**src/rtl/udp_payload_unpack_pkg.sv**
```systemverilog
// Shared types for the UDP payload unpacker: FSM state encoding and the
// byte-keep mapping for the final word of a frame.
package udp_payload_unpack_pkg;

    typedef enum logic [1:0] {
        ST_IDLE  = 2'd0,
        ST_READ  = 2'd1,
        ST_DRAIN = 2'd2,
        ST_DONE  = 2'd3
    } state_t;

    // Low two bits of a byte count -> MSB-first keep for the word holding the last byte.
    function automatic logic [3:0] keep_from_len(input logic [1:0] len_lsb);
        logic [3:0] keep;
        case (len_lsb)
            2'd1:    keep = 4'b1000;
            2'd2:    keep = 4'b1100;
            2'd3:    keep = 4'b1110;
            default: keep = 4'b1111;
        endcase
        return keep;
    endfunction

endpackage

```
**src/rtl/udp_payload_unpack_byte_packer_32.sv**
```systemverilog
// Packs a byte stream big-endian into 32-bit words with a one-byte skid so an
// in-flight FIFO byte is never lost while the output word is stalled.
module byte_packer_32
    import udp_payload_unpack_pkg::*;
(
    input  logic        clk,
    input  logic        rst,
    input  logic        in_vld,
    input  logic [7:0]  in_dat,
    input  logic        in_last,
    output logic [31:0] m_data,
    output logic [3:0]  m_keep,
    output logic        m_last,
    output logic        m_valid,
    input  logic        m_ready,
    output logic        stall
);

    logic [31:0] pack_q, pack_d;
    logic [2:0]  lane_q, lane_d;
    logic        vld_q, vld_d;
    logic        last_q, last_d;
    logic [3:0]  keep_q, keep_d;
    logic [7:0]  skid_q, skid_d;
    logic        skid_vld_q, skid_vld_d;
    logic        skid_last_q, skid_last_d;

    logic        accept;
    logic        take;
    logic [7:0]  byte_dat;
    logic        byte_last;

    always_comb begin
        pack_d      = pack_q;
        lane_d      = lane_q;
        vld_d       = vld_q;
        last_d      = last_q;
        keep_d      = keep_q;
        skid_d      = skid_q;
        skid_vld_d  = skid_vld_q;
        skid_last_d = skid_last_q;
        take        = 1'b0;
        byte_dat    = 8'h00;
        byte_last   = 1'b0;
        accept      = vld_q & m_ready;

        if (accept) begin
            pack_d = 32'h0;
            lane_d = 3'd0;
            vld_d  = 1'b0;
            last_d = 1'b0;
            keep_d = 4'h0;
        end

        // Skid and a fresh byte never coexist: rxen is withheld while either is pending.
        if (accept && skid_vld_q) begin
            take        = 1'b1;
            byte_dat    = skid_q;
            byte_last   = skid_last_q;
            skid_d      = 8'h00;
            skid_vld_d  = 1'b0;
            skid_last_d = 1'b0;
        end else if (in_vld) begin
            if (vld_q && !accept) begin
                skid_d      = in_dat;
                skid_vld_d  = 1'b1;
                skid_last_d = in_last;
            end else begin
                take      = 1'b1;
                byte_dat  = in_dat;
                byte_last = in_last;
            end
        end

        if (take) begin
            case (lane_d[1:0])
                2'd0:    pack_d[31:24] = byte_dat;
                2'd1:    pack_d[23:16] = byte_dat;
                2'd2:    pack_d[15:8]  = byte_dat;
                default: pack_d[7:0]   = byte_dat;
            endcase
            lane_d = lane_d + 3'd1;
            if (lane_d == 3'd4 || byte_last) begin
                vld_d  = 1'b1;
                last_d = byte_last;
                keep_d = byte_last ? keep_from_len(lane_d[1:0]) : 4'b1111;
            end
        end
    end

    always_ff @(posedge clk or posedge rst) begin
        if (rst) begin
            pack_q      <= 32'h0;
            lane_q      <= 3'd0;
            vld_q       <= 1'b0;
            last_q      <= 1'b0;
            keep_q      <= 4'h0;
            skid_q      <= 8'h00;
            skid_vld_q  <= 1'b0;
            skid_last_q <= 1'b0;
        end else begin
            pack_q      <= pack_d;
            lane_q      <= lane_d;
            vld_q       <= vld_d;
            last_q      <= last_d;
            keep_q      <= keep_d;
            skid_q      <= skid_d;
            skid_vld_q  <= skid_vld_d;
            skid_last_q <= skid_last_d;
        end
    end

    assign m_data  = pack_q;
    assign m_keep  = keep_q;
    assign m_last  = last_q;
    assign m_valid = vld_q;
    assign stall   = (vld_q & ~m_ready) | skid_vld_q;

endmodule

```
**src/rtl/udp_payload_unpack.sv**
```systemverilog
// Filters received UDP frames by destination port, drains payload bytes from
// the receive cache FIFO and hands accepted payloads out as packed 32-bit words.
module udp_payload_unpack
    import udp_payload_unpack_pkg::*;
#(
    parameter logic [15:0] LOCAL_PORT = 16'h1F90,
    parameter int          MAX_LEN    = 1472,
    parameter int          CNT_W      = 16
) (
    input  logic             clk,
    input  logic             rst,
    input  logic             fs,
    output logic             fd,
    input  logic [15:0]      det_ip_port,
    input  logic [15:0]      data_len,
    output logic             fifo_rxen,
    input  logic [7:0]       fifo_rxd,
    output logic [31:0]      m_data,
    output logic [3:0]       m_keep,
    output logic             m_last,
    output logic             m_valid,
    input  logic             m_ready,
    output logic [CNT_W-1:0] drop_cnt
);

    localparam logic [15:0] MAX_LEN_W = 16'(MAX_LEN);

    state_t           state_q, state_d;
    logic [15:0]      rem_q, rem_d;
    logic [CNT_W-1:0] drop_q, drop_d;
    logic             rd_vld_q, rd_vld_d;
    logic             rd_last_q, rd_last_d;
    logic             drop_inc;
    logic             accept;
    logic             stall;

    assign accept = (det_ip_port == LOCAL_PORT) && (data_len != 16'd0) &&
                    (data_len <= MAX_LEN_W);

    always_comb begin
        state_d   = state_q;
        rem_d     = rem_q;
        drop_d    = drop_q;
        rd_vld_d  = 1'b0;
        rd_last_d = 1'b0;
        drop_inc  = 1'b0;
        fifo_rxen = 1'b0;
        fd        = 1'b0;

        case (state_q)
            ST_IDLE: begin
                if (fs) begin
                    rem_d = data_len;
                    if (data_len == 16'd0) begin
                        drop_inc = 1'b1;
                        state_d  = ST_DONE;
                    end else if (accept) begin
                        state_d = ST_READ;
                    end else begin
                        state_d = ST_DRAIN;
                    end
                end
            end
            ST_READ: begin
                if (rem_q != 16'd0 && !stall) begin
                    fifo_rxen = 1'b1;
                    rem_d     = rem_q - 16'd1;
                    rd_vld_d  = 1'b1;
                    rd_last_d = (rem_q == 16'd1);
                end
                if (m_valid && m_ready && m_last) begin
                    state_d = ST_DONE;
                end
            end
            ST_DRAIN: begin
                // The cycle after the final read lets the last byte leave the FIFO port.
                if (rem_q != 16'd0) begin
                    fifo_rxen = 1'b1;
                    rem_d     = rem_q - 16'd1;
                end else begin
                    drop_inc = 1'b1;
                    state_d  = ST_DONE;
                end
            end
            default: begin
                fd = 1'b1;
                if (!fs) begin
                    state_d = ST_IDLE;
                end
            end
        endcase

        if (drop_inc && drop_q != {CNT_W{1'b1}}) begin
            drop_d = drop_q + {{(CNT_W-1){1'b0}}, 1'b1};
        end
    end

    always_ff @(posedge clk or posedge rst) begin
        if (rst) begin
            state_q   <= ST_IDLE;
            rem_q     <= 16'd0;
            drop_q    <= '0;
            rd_vld_q  <= 1'b0;
            rd_last_q <= 1'b0;
        end else begin
            state_q   <= state_d;
            rem_q     <= rem_d;
            drop_q    <= drop_d;
            rd_vld_q  <= rd_vld_d;
            rd_last_q <= rd_last_d;
        end
    end

    assign drop_cnt = drop_q;

    byte_packer_32 u_packer (
        .clk     (clk),
        .rst     (rst),
        .in_vld  (rd_vld_q),
        .in_dat  (fifo_rxd),
        .in_last (rd_last_q),
        .m_data  (m_data),
        .m_keep  (m_keep),
        .m_last  (m_last),
        .m_valid (m_valid),
        .m_ready (m_ready),
        .stall   (stall)
    );

endmodule

```
**config.mk**
```make
export PLATFORM = sky130hd
export DESIGN_NAME = udp_payload_unpack
export DESIGN_NICKNAME = d
export VERILOG_FILES = /design/src/rtl/udp_payload_unpack_pkg.sv /design/src/rtl/udp_payload_unpack_byte_packer_32.sv /design/src/rtl/udp_payload_unpack.sv
export SDC_FILE = /design/constraint.sdc
export NUM_CORES = 1
export LEC_CHECK = 0
export CELL_PAD_IN_SITES_DETAIL_PLACEMENT = 1
export CELL_PAD_IN_SITES_GLOBAL_PLACEMENT = 2
export CORE_UTILIZATION = 33
export CTS_BUF_LIST = sky130_fd_sc_hd__clkbuf_4 sky130_fd_sc_hd__clkbuf_8 sky130_fd_sc_hd__clkbuf_16
export DETAILED_ROUTE_END_ITERATION = 10
export GPL_ROUTABILITY_DRIVEN = 0
export PLACE_DENSITY = 0.95
export SYNTH_ARGS = -nofsm -noshare
export SYNTH_HDL_FRONTEND = slang
export SYNTH_SLANG_ARGS = --single-unit
```
**constraint.sdc**
```tcl
create_clock -name clk -period 8.1 [get_ports clk]
set_input_delay 1.62 -clock clk [delete_from_list [all_inputs] [get_ports clk]]
set_output_delay 1.62 -clock clk [all_outputs]
set_load 0.05 [all_outputs]
```
==> metrics.csv, run 1 <==
metric,value,unit
status,"complete, no violations",
p_clk_share,18.2,%
syn-num-nets,518,
grt_max_degree,79,
p_comb_share,50.0,%
dieArea,14000,um2
clk_path_buf_depth,2,
synth_edf_count,0,
max_freq,172,MHz
powerDensity,384,nW/um2
final_nets,606,
clk_latency,350,ps
hold_viol,0,
die_y,118,um
wl_per_cell,16.5,um
ys_seq_area_share,48.9,%
io_pins,100,
antennaDiodeCount,0,
finalMaxSlewViolations,0,
synthToLayoutAreaGrowth,31.7,%
vias,3907,
synth_warnings,0,
grt_pass1_wl,20500,um
min_from,drop_cnt[7]$_DFFE_PP0P_,
ys_seq_elements,87,
end_kind,output port,
netlist_instances,460,
avgSynthCellArea,9.68,um2
ant_nets,0,
start_kind,primary input,
max_cap_violations,0,
cts_setup_buffers,0,
min_period_over_period,71.9,%
ff2ff_setup_slack,5190,ps
skew,8.86,ps
fillCellCount,1483,
synth_cell_types,57,
synthTopCellsByCount,"dfrtp_1 (87), nand3_1 (58), o21ai_0 (44), nand2_1 (43)",
cts_tree,yes,
path_clk_slew,70,ps
postLayoutCellArea,5860,um2
hold_buffers,0,
leakage,2.41,nW
drive_gt1_share,5.61,%
grt-ovfl-total,0,
fin_crit,5830,ps
slew_headroom,16.1,%
pre_cts_ws,2340,ps
wl,12000,um
synth_top_cell_by_area,dfrtp_1,
rr_startpoint,rem_q[0]$_DFFE_PP0P_,
clock-sinks,87,
worstPathArrival,4210,ps
syn_area,4450,um2
dp_hpwl,8530,um
synth_ff_type,dfrtp_1,
cts_root_buf,clkbuf_16,
placed_area,5580,um2
crit_required,6480,ps
drt_iter0_drc,195,
switching_share,46.3,%
die-width,118,um
drc,0,
gr-usage-all-layers,18.3,%
async_flop_share,100,%
internal_power,1.21,mW
finalPower,2.25,mW
routed_via_density,5.36,
synth_top_cell_area_share,48.9,%
tightest_slew,1260,ps
ctsResizeCount,0,
synth_area_leaders,"dfrtp_1 (49%), nand3_1 (6.5%), o21ai_0 (4.9%)",
netSwitchingPower,1.04,mW
p_seq_share,31.8,%
rsz0062_at_grt,false,
io_buffers,99,
cts_buffers,9,
core_region_area,13200,um2
antenna_found_initial,0,
yosysMostFrequentCell,dfrtp_1,
hold_path.class,register to register,
firstDrtPassIters,4,
crit_type,primary input to output port,
start_util,33.8,%
setup_tns,0,ps
critPathLaunch,m_ready,
grt_pass1_vias,4044,
setup_viol,0,
fin_util,44.5,%
htreeDepth,3,
ir_drop,0.000129,V
crit_fanout,13,
std_cell_rows,42,
worst_slack,2270,ps
==> power groups by stage <==
stage | clock network (mW) | registers [mW] | logic [mW]
floorplan | 0 | 0.961 | 0.554
global placement | 0 | 0.711 | 1.09
detailed placement | 0 | 0.724 | 1.13
CTS | 0.423 | 0.716 | 1.14
global route | 0.437 | 0.740 | 1.23
finish | 0.410 | 0.718 | 1.13
==> final timing paths <==
kind / depth (start not counted) / end
max: 6 / fifo_rxen
min: 1 / drop_cnt[7]$_DFFE_PP0P_
max reg2reg: 9 / rem_q[7]$_DFFE_PP0P_
min reg2reg: 1 / drop_cnt[7]$_DFFE_PP0P_
max in group asynchronous: 3 / u_packer.m_valid$_DFF_PP0_
min in group asynchronous: 2 / drop_cnt[8]$_DFFE_PP0P_
==> layout by cell type, fill, tap and decap left out, types with 8 or more instances in the layout <==
cell / Yosys / layout
inv_1: 10 / 9
nand4_1: 9 / 9
clkdlybuf4s50_1: 0 / 99
clkbuf_16: 0 / 9
nor2_1: 19 / 19
ha_1: 14 / 14
nand2_1: 43 / 43
nand2b_1: 12 / 12
nand3_1: 58 / 58
a21oi_1: 18 / 18
a22oi_1: 8 / 8
o21ai_0: 44 / 44
dfrtp_1: 87 / 87
xnor2_1: 13 / 13
==> registers in the layout, summed over array words and instances, names as in the netlist <==
| signal | cells |
|---|---|
| drop_cnt | 16 |
| rem_q | 16 |
| rd_vld_q | 1 |
| u_packer.m_last | 1 |
| u_packer.lane_q | 3 |
| u_packer.skid_last_q | 1 |
| u_packer.m_valid | 1 |
| rd_last_q | 1 |
| u_packer.m_data | 32 |
| u_packer.skid_q | 8 |
| u_packer.m_keep | 4 |
| state_q | 2 |
| u_packer.skid_vld_q | 1 |
==> cells by family (layout without fill, tap and decap cells) <==
family / Yosys count / after routing / share of synthesized area, %
simple gates: 196 / 196 / 23.9
buf+inv: 35 / 128 / 3.29
flops: 87 / 87 / 48.9
fa+ha+maj: 14 / 14 / 3.93
xor+xnor: 13 / 13 / 2.56
mux: 7 / 7 / 1.66
compound gates: 108 / 108 / 15.7
==> metal layers <==
layer  wire, um  part of all wire [%]  vias to the layer above  global-route usage (%)
met1       5610                    47                     1918                    24.0
met5          0                     0                        -                       0
met2       5670                    47                      104                    29.4
met4        252                   2.1                        0                    7.61
met3        506                   4.2                       17                    3.47
li1           -                     -                     1868                       -
==> cell type report <==
| type | count | area, um2 | area share (%) |
|---|---|---|---|
| flip-flops and latches | 87 | 2180 | 37.1 |
| inverters | 10 | 38.8 | 0.661 |
| well taps | 176 | 220 | 3.76 |
| clock inverters | 7 | 61.3 | 1.05 |
| multi-input cells | 338 | 2130 | 36.3 |
| clock buffers | 9 | 225 | 3.84 |
| repair buffers | 102 | 1010 | 17.3 |
==> critical path: stages <==
cell and delay [ps]:
clkdlybuf4s50_1 530, nor2b_1 780, nor3_1 240, nand2_1 180, a21boi_0 100, clkdlybuf4s50_1 750
==> stage by stage <==
stage	std cells	hold WS, ps
after detailed placement	713	487
after global placement	713	482
after global routing	729	529
after CTS	729	505
final	729	500
after floorplan	460	469
No activity file was read; power rests on OpenSTA's default activity.
==> run 2: changes to the inputs <==
--- a/config.mk
+++ b/config.mk
@@ -7,11 +7,11 @@
 export LEC_CHECK = 0
 export CELL_PAD_IN_SITES_DETAIL_PLACEMENT = 1
 export CELL_PAD_IN_SITES_GLOBAL_PLACEMENT = 2
-export CORE_UTILIZATION = 33
+export CORE_UTILIZATION = 31
 export CTS_BUF_LIST = sky130_fd_sc_hd__clkbuf_4 sky130_fd_sc_hd__clkbuf_8 sky130_fd_sc_hd__clkbuf_16
 export DETAILED_ROUTE_END_ITERATION = 10
 export GPL_ROUTABILITY_DRIVEN = 0
-export PLACE_DENSITY = 0.95
+export PLACE_DENSITY = 0.92
 export SYNTH_ARGS = -nofsm -noshare
 export SYNTH_HDL_FRONTEND = slang
 export SYNTH_SLANG_ARGS = --single-unit
==> constraint.sdc (replaced) <==
create_clock -name clk -period 6.1 [get_ports clk]
set_input_delay 1.22 -clock clk [delete_from_list [all_inputs] [get_ports clk]]
set_output_delay 1.22 -clock clk [all_outputs]
set_load 0.05 [all_outputs]
==> run 2 against run 1 <==
  * Sequential share of layout area decreased by 0.21 points
  * Sequential power increased by 33%
  * Utilization down 2.1 points
  * Non-clock buffer count increased by 2
  * Largest cell class unchanged
==> metrics.csv, run 2 (same netlist as run 1, synthesis figures left out) <==
metric,value,unit
status,"complete, no violations",
slew_headroom,19.5,%
drc,0,
ir_drop,0.000212,V
p_seq_share,31.5,%
die_y,122,um
clk_latency,350,ps
rsz0062_at_grt,false,
slowest_stage,clkdlybuf4s50_1,
crit_fanout,6,
synthToLayoutAreaGrowth,32.5,%
ant_nets,0,
min_period_over_period,80.1,%
drive_gt1_share,5.95,%
end_kind,output port,
worst_slack,1210,ps
p_clk_share,18.3,%
slowest_delay,870,ps
clock-sinks,87,
gr-usage-all-layers,17.5,%
antennaDiodeCount,0,
io_pins,100,
netSwitchingPower,1.41,mW
final_common_cell,clkdlybuf4s50_1,
max_cap_violations,0,
wl_met3,558,um
path_common_cell,clkdlybuf4s50_1,
worstPathCellList,"clkdlybuf4s50_1, nor2b_1, nor3_1, nand2_1, a21boi_0, clkdlybuf4s50_1",
routed_via_density,5.39,
powerDensity,513,nW/um2
fillCellCount,1562,
largest_register_ffs,32,
grt-ovfl-total,0,
path_clk_slew,70,ps
final_nets,608,
cts_tree,yes,
ctsResizeCount,0,
final_cell_mix,"clkdlybuf4s50_1 (99), dfrtp_1 (87), nand3_1 (58)",
std_cell_rows,43,
antenna_found_initial,0,
setup_tns,0,ps
clk_path_buf_depth,2,
rr_startpoint,rem_q[0]$_DFFE_PP0P_,
drt_iter0_drc,238,
leakage,2.42,nW
dp_hpwl,8970,um
cts_setup_buffers,0,
wl_per_cell,16.9,um
top_layer_used,met4,
grt_pass1_wl,20600,um
cp_top_family,buffers and inverters,
placed_area,5600,um2
hold_buffers,0,
wl_met1,5690,um
crit_buf_inv,2,
finalMaxSlewViolations,0,
wl,12400,um
grt_pass1_vias,4089,
skew,11.5,ps
critPathLaunch,m_ready,
pre_cts_ws,1170,ps
setup_viol,0,
cts_root_buf,clkbuf_16,
die-width,122,um
htreeDepth,3,
fin_crit,4890,ps
internal_power,1.61,mW
switching_share,46.7,%
crit_required,4880,ps
p_comb_share,50.1,%
finalPower,3.03,mW
worstPathArrival,3670,ps
firstDrtPassIters,4,
start_util,31.9,%
cts_buffers,9,
hold_path.class,register to register,
grt_max_degree,53,
dieArea,14800,um2
tightest_slew,1210,ps
io_buffers,99,
start_kind,primary input,
core_region_area,13900,um2
max_freq,205,MHz
postLayoutCellArea,5900,um2
vias,3961,
hold_ws,503,ps
hold_viol,0,
min_from,u_packer.m_data[3]$_DFF_PP0_,
crit_type,primary input to output port,
wl_met2,5920,um
## run 2: cell count changes in the layout (fill, tap and decap cells not counted)
cell	previous run	this run
buf_4	3	5
clkinv_2	2	1
clkinv_4	0	2
clkinv_8	0	1
inv_6	3	0
inv_8	2	3
## run 2: stage by stage
step           utilization (%)  std cells
6_report                  42.3        735
5_1_grt                   42.3        735
4_1_cts                   42.3        735
3_5_place_dp              40.2        719
3_3_place_gp              40.2        719
2_1_floorplan                -        460
## run 2: worst paths after layout
check                           cells past startpoint                      endpoint  slack, ps
min in group asynchronous                           2       drop_cnt[0]$_DFFE_PP0P_       1370
worst min-delay path                                2  u_packer.m_data[3]$_DFF_PP0_        500
max in group asynchronous                           3  u_packer.m_keep[0]$_DFF_PP0_       3730
worst max-delay path                                6                     fifo_rxen       1210
worst min register to register                      2  u_packer.m_data[3]$_DFF_PP0_        500
worst max register to register                      9         rem_q[15]$_DFFE_PP0P_       2570
## run 2: final cells by class
| class | count | area [um2] | share of cell area [%] |
|---|---|---|---|
| sequential | 87 | 2180 | 36.9 |
| tap | 180 | 225 | 3.82 |
| clock inverter | 7 | 75.1 | 1.27 |
| multi-input combinational | 338 | 2130 | 36.1 |
| clock buffer | 9 | 225 | 3.82 |
| timing repair buffer | 104 | 1030 | 17.4 |
| inverter | 10 | 38.8 | 0.658 |
## run 2: routing by layer
metal | GRT usage [%] | up-vias
li1 | - | 1872
met1 | 22.0 | 1957
met2 | 29.4 | 113
met3 | 3.32 | 19
met4 | 6.94 | 0
met5 | 0 | -
## run 2: worst register-to-register path, delay by kind of cell, from the launching register on
kind                       cells  cell delay (ps)
and+or+nand+nor                4             1140
DFF                            1              440
AOI/OAI and AO/OA              2             1220
buffers and inverters          2              450
adders and majority gates      1              160
## run 2: power groups by stage
stage	registers, mW	logic, mW	clock network [mW]
after floorplan	1.28	0.735	0
after global placement	0.946	1.45	0
after detailed placement	0.963	1.52	0
after CTS	0.955	1.52	0.571
after global routing	0.982	1.64	0.586
final	0.954	1.52	0.555
